--- src/rtl/fetch_unit.sv ---
// Instruction fetch stage: PC register, synchronous imem addressing and IF/ID latch.
// Optional performance counters enabled by defining FETCH_PERF_COUNTERS_EN.
module fetch_unit #(
  parameter logic [31:0] RESET_PC = 32'h0000_0000
) (
  input  logic        clock,
  input  logic        reset,
  input  logic        stall,
  input  logic        redirect_valid,
  input  logic [31:0] redirect_pc,
  output logic [7:0]  imem_address,
  input  logic [31:0] imem_q,
  output logic [31:0] ifid_instr,
  output logic [31:0] ifid_pc,
  output logic        ifid_valid
`ifdef FETCH_PERF_COUNTERS_EN
  ,
  output logic [31:0] fetch_count,
  output logic [31:0] stall_count
`endif
);

  localparam logic [31:0] PC_STEP    = 32'd4;
  localparam logic [7:0]  RESET_WORD = RESET_PC[9:2];

  logic [31:0] pc;
  logic [31:0] pc_next;
  logic [31:0] ifid_pc_next;
  logic        ifid_valid_next;
  logic        load;
  logic        hold;

  // Instruction data comes straight from the memory; a stall re-reads the held word.
  assign ifid_instr = imem_q;

  // Next-state selection: redirect beats stall, stall holds, otherwise advance.
  always_comb begin
    pc_next         = pc;
    ifid_pc_next    = ifid_pc;
    ifid_valid_next = ifid_valid;
    load            = 1'b0;
    hold            = 1'b0;
    if (redirect_valid) begin
      pc_next         = redirect_pc + PC_STEP;
      ifid_pc_next    = redirect_pc;
      ifid_valid_next = 1'b1;
      load            = 1'b1;
    end else if (stall) begin
      hold            = 1'b1;
    end else begin
      pc_next         = pc + PC_STEP;
      ifid_pc_next    = pc;
      ifid_valid_next = 1'b1;
      load            = 1'b1;
    end
  end

  // Word address for the synchronous memory, same priority as the state update.
  always_comb begin
    imem_address = pc[9:2];
    if (reset) begin
      imem_address = RESET_WORD;
    end else if (redirect_valid) begin
      imem_address = redirect_pc[9:2];
    end else if (stall) begin
      imem_address = ifid_pc[9:2];
    end
  end

  // PC and IF/ID registers.
  always_ff @(posedge clock or posedge reset) begin
    if (reset) begin
      pc         <= RESET_PC;
      ifid_pc    <= RESET_PC;
      ifid_valid <= 1'b0;
    end else begin
      pc         <= pc_next;
      ifid_pc    <= ifid_pc_next;
      ifid_valid <= ifid_valid_next;
    end
  end

`ifdef FETCH_PERF_COUNTERS_EN
  // Fetch and stall event counters, wrapping at 2^32.
  always_ff @(posedge clock or posedge reset) begin
    if (reset) begin
      fetch_count <= 32'd0;
      stall_count <= 32'd0;
    end else begin
      if (load) fetch_count <= fetch_count + 32'd1;
      if (hold) stall_count <= stall_count + 32'd1;
    end
  end
`endif

endmodule

--- config.mk ---
export PLATFORM = sky130hd
export DESIGN_NAME = fetch_unit
export DESIGN_NICKNAME = d
export VERILOG_FILES = /design/src/rtl/fetch_unit.sv
export SDC_FILE = /design/constraint.sdc
export NUM_CORES = 1
export LEC_CHECK = 0
export ABC_AREA = 1
export BUFFER_PORTS_ARGS = -buffer_cell sky130_fd_sc_hd__clkbuf_2
export CAP_MARGIN = 0
export CORE_ASPECT_RATIO = 1.4
export CORE_MARGIN = 2
export CORE_UTILIZATION = 35
export CTS_BUF_LIST = sky130_fd_sc_hd__clkbuf_16
export CTS_CLUSTER_SIZE = 14
export DETAILED_ROUTE_END_ITERATION = 8
export SLEW_MARGIN = 15
export SYNTH_ARGS = -nofsm -noshare
export SYNTH_HDL_FRONTEND = slang
export SYNTH_SLANG_ARGS = --single-unit
--- constraint.sdc ---
create_clock -name clock -period 6.8 [get_ports clock]
set_input_delay 1.36 -clock clock [delete_from_list [all_inputs] [get_ports clock]]
set_output_delay 1.36 -clock clock [all_outputs]
set_load 0.01 [all_outputs]
; ---- Yosys cells after proc, flatten, opt, wreduce, memory -nomap -nowiden
; Index checks and enable logic that the tools add are counted.
[totals]
reg_bits = 65
out_inout_bits = 73
[classes]
add_sub_neg = 2
n_eq_ne = 1
n_mux = 9
[op_table]
columns = operator, count
row1 = 32-bit 2-to-1 mux, 4
row2 = "32-bit by 3-bit adder with 32-bit output, second input constant", 2
row3 = 8-bit 2-to-1 mux, 3
row4 = 1-bit 2-to-1 mux, 2
row5 = "2-bit by 1-bit inequality test with 1-bit output, second input constant", 1

; ---- Longest topological paths before layout
; Gate-level depths: netlist of the first run.
[depth]
depth_word = 3
mapped_depth = 13
ltp_nobuf = 11

; ---- Worst setup path before layout of the first run
; OpenSTA, ideal clock, no wires.
[synth_path]
kind = input port to output port
from = input port reset
to = output port imem_address[0]
arrival_time_ns = 3.328
required_time_ns = 5.440
path_slack_ns = 2.112
stages = 3
n_path_buf = 0
cell_sequence = clkinv_1 -> nand2_1 -> inv_1
[synth_between]
elab_chain_cells = 1
[synth_lines]
columns = item, line
row1 = start: declaration, 7  ; input logic reset,
row2 = 8-bit 2-to-1 mux, 61  ; if (reset) begin
row3 = end: declaration, 11  ; output logic [7:0] imem_address,
; No other way between the ends.

; ---- Worst setup path after layout of the first run
[layout_path]
from = input port redirect_valid
to = output port imem_address[3]
[layout_between]
elab_chain_cells = 2
[layout_lines]
columns = item, line
row1 = start: declaration, 9  ; input logic redirect_valid,
row2 = 8-bit 2-to-1 mux, 63  ; end else if (redirect_valid) begin
row3 = 8-bit 2-to-1 mux, 61
; No other way between the ends.

==> results of run 1 <==
-- where the power goes --
group | internal [mW] | total, mW | switching, mW
Combinational | 0.0714 | 0.207 | 0.136
Clock | 0.314 | 0.479 | 0.166
Sequential | 0.435 | 0.461 | 0.0260
Total | 0.821 | 1.15 | 0.327
-- metrics by stage --
step	setup WS [ns]	cell area, um^2	hold WS [ns]
finish	2.08	4490	0.471
global route	1.82	4490	0.496
CTS	2.04	4490	0.473
detailed placement	2.03	4190	0.458
global placement	2.09	4190	0.460
floorplan	2.11	3990	0.436
-- flip-flops by register name, indices dropped and copies added, names as in the netlist --
signal      flops
ifid_valid      1
pc             32
ifid_pc        32
-- synthesized netlist by cell type --
cell	number	area, um^2
nor2_4	4	45.0
or2_2	1	6.26
buf_2	10	50.1
nor2_2	13	81.3
o21ai_0	12	60.1
o211ai_1	7	52.6
nand3_1	48	240
clkbuf_1	3	11.3
nand2_1	217	815
o21ai_2	1	8.76
nor2_1	80	300
nand2_4	1	11.3
nand2_2	18	113
a31oi_1	2	12.5
o21a_1	2	15.0
mux2i_1	1	10.0
buf_4	33	248
a21oi_1	11	55.1
inv_2	2	7.51
dfrtp_1	65	1630
ha_1	1	12.5
nand4_1	1	6.26
inv_1	26	97.6
and2_1	3	18.8
inv_6	1	8.76
buf_6	4	45.0
clkinv_1	1	3.75
buf_8	2	30.0
-- final timing paths --
| check | end | cells after the start |
|---|---|---|
| hold reg to reg | pc[0] | 2 |
| min in group asynchronous | ifid_pc[3] | 2 |
| setup / recovery | imem_address[3] | 9 |
| setup reg to reg | pc[24] | 10 |
| max in group asynchronous | pc[17] | 3 |
| hold / removal | pc[0] | 2 |
-- worst max-delay path, cell delays in order --
cell and delay [ns]:
clkbuf_2 0.63, inv_6 0.26, nand2_2 0.14, buf_4 0.44, nand2_1 0.14, nand2_1 0.11, nand2_1 0.05, inv_1 0.07
clkbuf_2 0.12
-- cell families (layout without fill, tap and decap cells) --
logic type | Yosys count | count (layout) | synth area share (%)
and+or+nand+nor | 386 | 386 | 41.0
muxes | 1 | 1 | 0.251
DFF | 65 | 65 | 40.8
adders and majority gates | 1 | 1 | 0.313
buffers and inverters | 82 | 124 | 12.6
AOI/OAI and AO/OA | 35 | 35 | 5.11
-- area by class of cell --
cell class / instances / area [um^2]
fill: 1190 / 6730
multi-input combinational: 423 / 1860
inverter: 30 / 118
timing repair buffer: 79 / 403
clock inverter: 6 / 76.3
tap: 144 / 180
sequential: 65 / 1630
clock buffer: 9 / 225
-- per-layer routing --
| layer | track usage, % | up-vias | part of all wire, % |
|---|---|---|---|
| met2 | 31.3 | 107 | 51 |
| met3 | 3.98 | 20 | 5.2 |
| met1 | 21.1 | 1670 | 41 |
| met4 | 9.04 | 0 | 3.3 |
| li1 | - | 1821 | - |
| met5 | 0 | - | 0 |
==> results.ini, run 1 <==
[outcome]
outcome=finished clean

[hold_path]
hp-start=pc[0]
hp-class=reg -> reg

[logic_synthesis]
syn_area_um2=3990
yosys_register_bits=65
syn_nets=639
yosys_warnings=0
synth.distinct_cells=28
ys_seq_area_share_pct=40.8
avgSynthCellArea_um2=7.00
syn_inst=570

[sta]
tns_ns=0
grt_setup_unrepaired=false
setup_violations=0
fin_crit_sh_pct=69.4
slew_headroom_pct=44.3
fin_worst_skew_ns=0.00530
finalCriticalPeriod_ns=4.72
final-hold-violation-count=0
fmax_ghz=0.212
worstMarginPinSlew_ns=0.836
slew_violations=0

[layout]
final_cell_mix=nand2_1, nor2_1, clkbuf_2, dfrtp_1, nand3_1
final_common_cell=nand2_1
nets=677
synthToLayoutAreaGrowth_pct=12.5
fin_util_pct=40.0
layout-drive-gt1-share_pct=21.7
fin_cells=756
n_antenna_cell=0

[setup_path]
critPathLaunchType=input port
required_ns=5.44
path_class=in -> out
critPathLaunch=redirect_valid
r2r_start=pc[2]
critPathArrivalTime_ns=3.36
cp-end-kind=output pin
cp_max_fo=51
rrSetupSlack_ns=5.05

[grt]
grt_antenna_before_repair=0
grt_overflow=0
first_global_vias=3599
grt_pass1_wl_um=17300
grt_max_degree=52
grt_usage_pct=18.1

[clock_tree]
htreeDepth=3
path_clk_slew_ns=0.05
cts_tree=done
cts_max_path_buffers=2
cts_sinks=65
postCtsSetupRepairBufs=0
ctsHoldBuffers=0
ctsResizeCount=0
cts-root-buf=clkbuf_16
clock_latency_ns=0.34
cts_buffers=9

[detailed_routing]
drt-vias-per-instance=4.79
drtAntennaViolNets=0
routed_wl_um=10400
vias=3618
drc=0
drt_pass1_iterations=4
drt-wirelength-per-cell_um=13.7
drtIter0Drc=175

[floorplanning]
coreArea_um2=11200
ios=141
fp.dieH_um=130
rows=46
die_w_um=94.3
initial_core_util_pct=35.6
die-area_um2=12300

[power_and_ir_drop]
total_power_mw=1.15
irDropWorstVdd_mv=0.144
cellLeakagePower_nw=2.30
power.density_nw_per_um2=256

[run]
cap_violations=0

[placed_design]
dpl.cell_count=741
gp_congestion=0.888
port_buffers=76
hpwl_um=7500

(Power assumes the default switching activity.)
==> inputs of run 2 (changes only) <==
==> constraint.sdc (replaced) <==
create_clock -name clock -period 3.9 [get_ports clock]
set_input_delay 0.78 -clock clock [delete_from_list [all_inputs] [get_ports clock]]
set_output_delay 0.78 -clock clock [all_outputs]
set_load 0.01 [all_outputs]
==> run 2 against run 1 <==
- routed wire length increased by 0.28%
- non-clock buffer count increased by 2
- combinational power increased by 75%
- clock-buffer cell count unchanged
- core utilization decreased by 0.089 points
- die area unchanged
- total power increased by 69%
- design area decreased by 0.22%
- clock power increased by 61%
- cell count increased by 0.26%
==> results.ini, run 2 (synthesis gave the netlist of run 1 again) <==
[layout]
nets=679
fin_util_pct=39.9
top_regs=ifid_pc: 32 flops, pc: 32 flops, ifid_valid: 1 flops
final_cell_mix=nand2_1, nor2_1, clkbuf_2, dfrtp_1, nand3_1
fillers=1155
final_common_cell=nand2_1
n_antenna_cell=0
synthToLayoutAreaGrowth_pct=12.3
layout-drive-gt1-share_pct=22.0

[placed_design]
port_buffers=76
dp_slack_ns=0.822
hpwl_um=7660
gp_congestion=0.859

[hold_path]
min_to=ifid_valid
min_delay_path_depth=1
hp-class=reg -> reg
hp-start=ifid_valid

[sta]
grt_setup_unrepaired=false
holdWs_ns=0.465
final-hold-violation-count=0
fin_worst_skew_ns=0.00576
worstMarginPinSlew_ns=0.801
slew_violations=0
fin_crit_sh_pct=78.2
tns_ns=0
fmax_ghz=0.328
slew_headroom_pct=46.6
setup_violations=0
finalCriticalPeriod_ns=3.05
layout_setup_ws_ns=0.852

[floorplanning]
initial_core_util_pct=35.6
ios=141
die_w_um=94.3
coreArea_um2=11200
fp.dieH_um=130
die-area_um2=12300
rows=46

[clock_tree]
ctsResizeCount=0
cts_buffers=9
cts-root-buf=clkbuf_16
cts_tree=done
cts_max_path_buffers=2
clock_latency_ns=0.33
ctsHoldBuffers=0
postCtsSetupRepairBufs=0
path_clk_slew_ns=0.05
htreeDepth=3
cts_sinks=65

[power_and_ir_drop]
cellLeakagePower_nw=2.29
irDropWorstVdd_mv=0.323
intPower_mw=1.37
p_seq_share_pct=41.5
p_sw_share_pct=29.6
power.share.clock_pct=39.8
total_power_mw=1.94
power.density_nw_per_um2=433
combPwrFrac_pct=18.7
switchingPower_mw=0.574

[outcome]
outcome=finished clean

[setup_path]
rrSetupSlack_ns=2.14
required_ns=3.12
critPathLaunchType=input port
cp_num_buf_inv=5
cp-end-kind=output pin
r2r_cells=10
r2r-end=pc[24]
cpPeakStageDelay_ns=0.38
critPathArrivalTime_ns=2.27
crit_family=buffers and inverters
cpMostUsedCell=nand2_1
crit_chain=clkbuf_2 -> inv_6 -> nand2_2 -> inv_2 -> nand2_1 -> nand2_1 -> nand2_1 -> inv_1 -> clkbuf_2
r2r_start=pc[2]
cp_max_fo=31
cp_slowest_cell=nand2_2
path_class=in -> out

[detailed_routing]
routed_wl_um=10400
drc=0
drt-wirelength-per-cell_um=13.7
drt_pass1_iterations=5
vias=3627
drt-vias-per-instance=4.78
drtIter0Drc=246
drtAntennaViolNets=0

[grt]
grt_pass1_wl_um=16800
grt_max_degree=40
grt_overflow=0
first_global_vias=3442
grt_usage_pct=17.7
grt_antenna_before_repair=0

[run]
cap_violations=0

==> run 2: cell type report <==
class,instances,area (um^2),area share [%]
multi-input cells,423,1860,41.6
flip-flops and latches,65,1630,36.3
repair buffers,81,418,9.32
clock buffers,9,225,5.03
well taps,144,180,4.02
inverters,30,118,2.62
clock inverters,6,51.3,1.14
==> run 2: routing by layer <==
metal / track usage, % / vias up / part of all wire [%]
met5: 0 / - / 0
met4: 6.82 / 0 / 1.8
met3: 4.10 / 12 / 5.1
met2: 31.4 / 97 / 52
met1: 20.5 / 1694 / 41
li1: - / 1824 / -
==> run 2: worst register-to-register path, stage by stage (launching register included) <==
cell	delay [ns]
dfrtp_1	0.34
inv_1	0.05
o21ai_2	0.15
ha_1	0.22
nand3_1	0.10
inv_2	0.12
nand2_1	0.13
nor2_1	0.31
nand2_1	0.09
nand2_1	0.07
nand3_1	0.06
==> run 2: worst max-delay path by stage <==
stage | from | end | cells past startpoint
global route | redirect_valid | imem_address[7] | 9
global placement | redirect_valid | imem_address[6] | 9
detailed placement | redirect_valid | imem_address[7] | 9
CTS | redirect_valid | imem_address[7] | 9
finish | redirect_valid | imem_address[7] | 9
floorplan | reset | imem_address[0] | 3
==> run 2: power by group through the flow <==
stage | Clock (mW) | Sequential, mW | Combinational, mW
2_1_floorplan | 0 | 0.829 | 0.263
3_3_place_gp | 0 | 0.813 | 0.359
3_5_place_dp | 0 | 0.815 | 0.368
4_1_cts | 0.789 | 0.805 | 0.370
5_1_grt | 0.815 | 0.815 | 0.411
6_report | 0.773 | 0.805 | 0.363
==> run 2: per-stage QoR <==
step | cells | area (um^2)
after floorplan | 570 | 3990
after global placement | 743 | 4210
after detailed placement | 743 | 4210
after CTS | 758 | 4480
after global routing | 758 | 4480
final | 758 | 4480
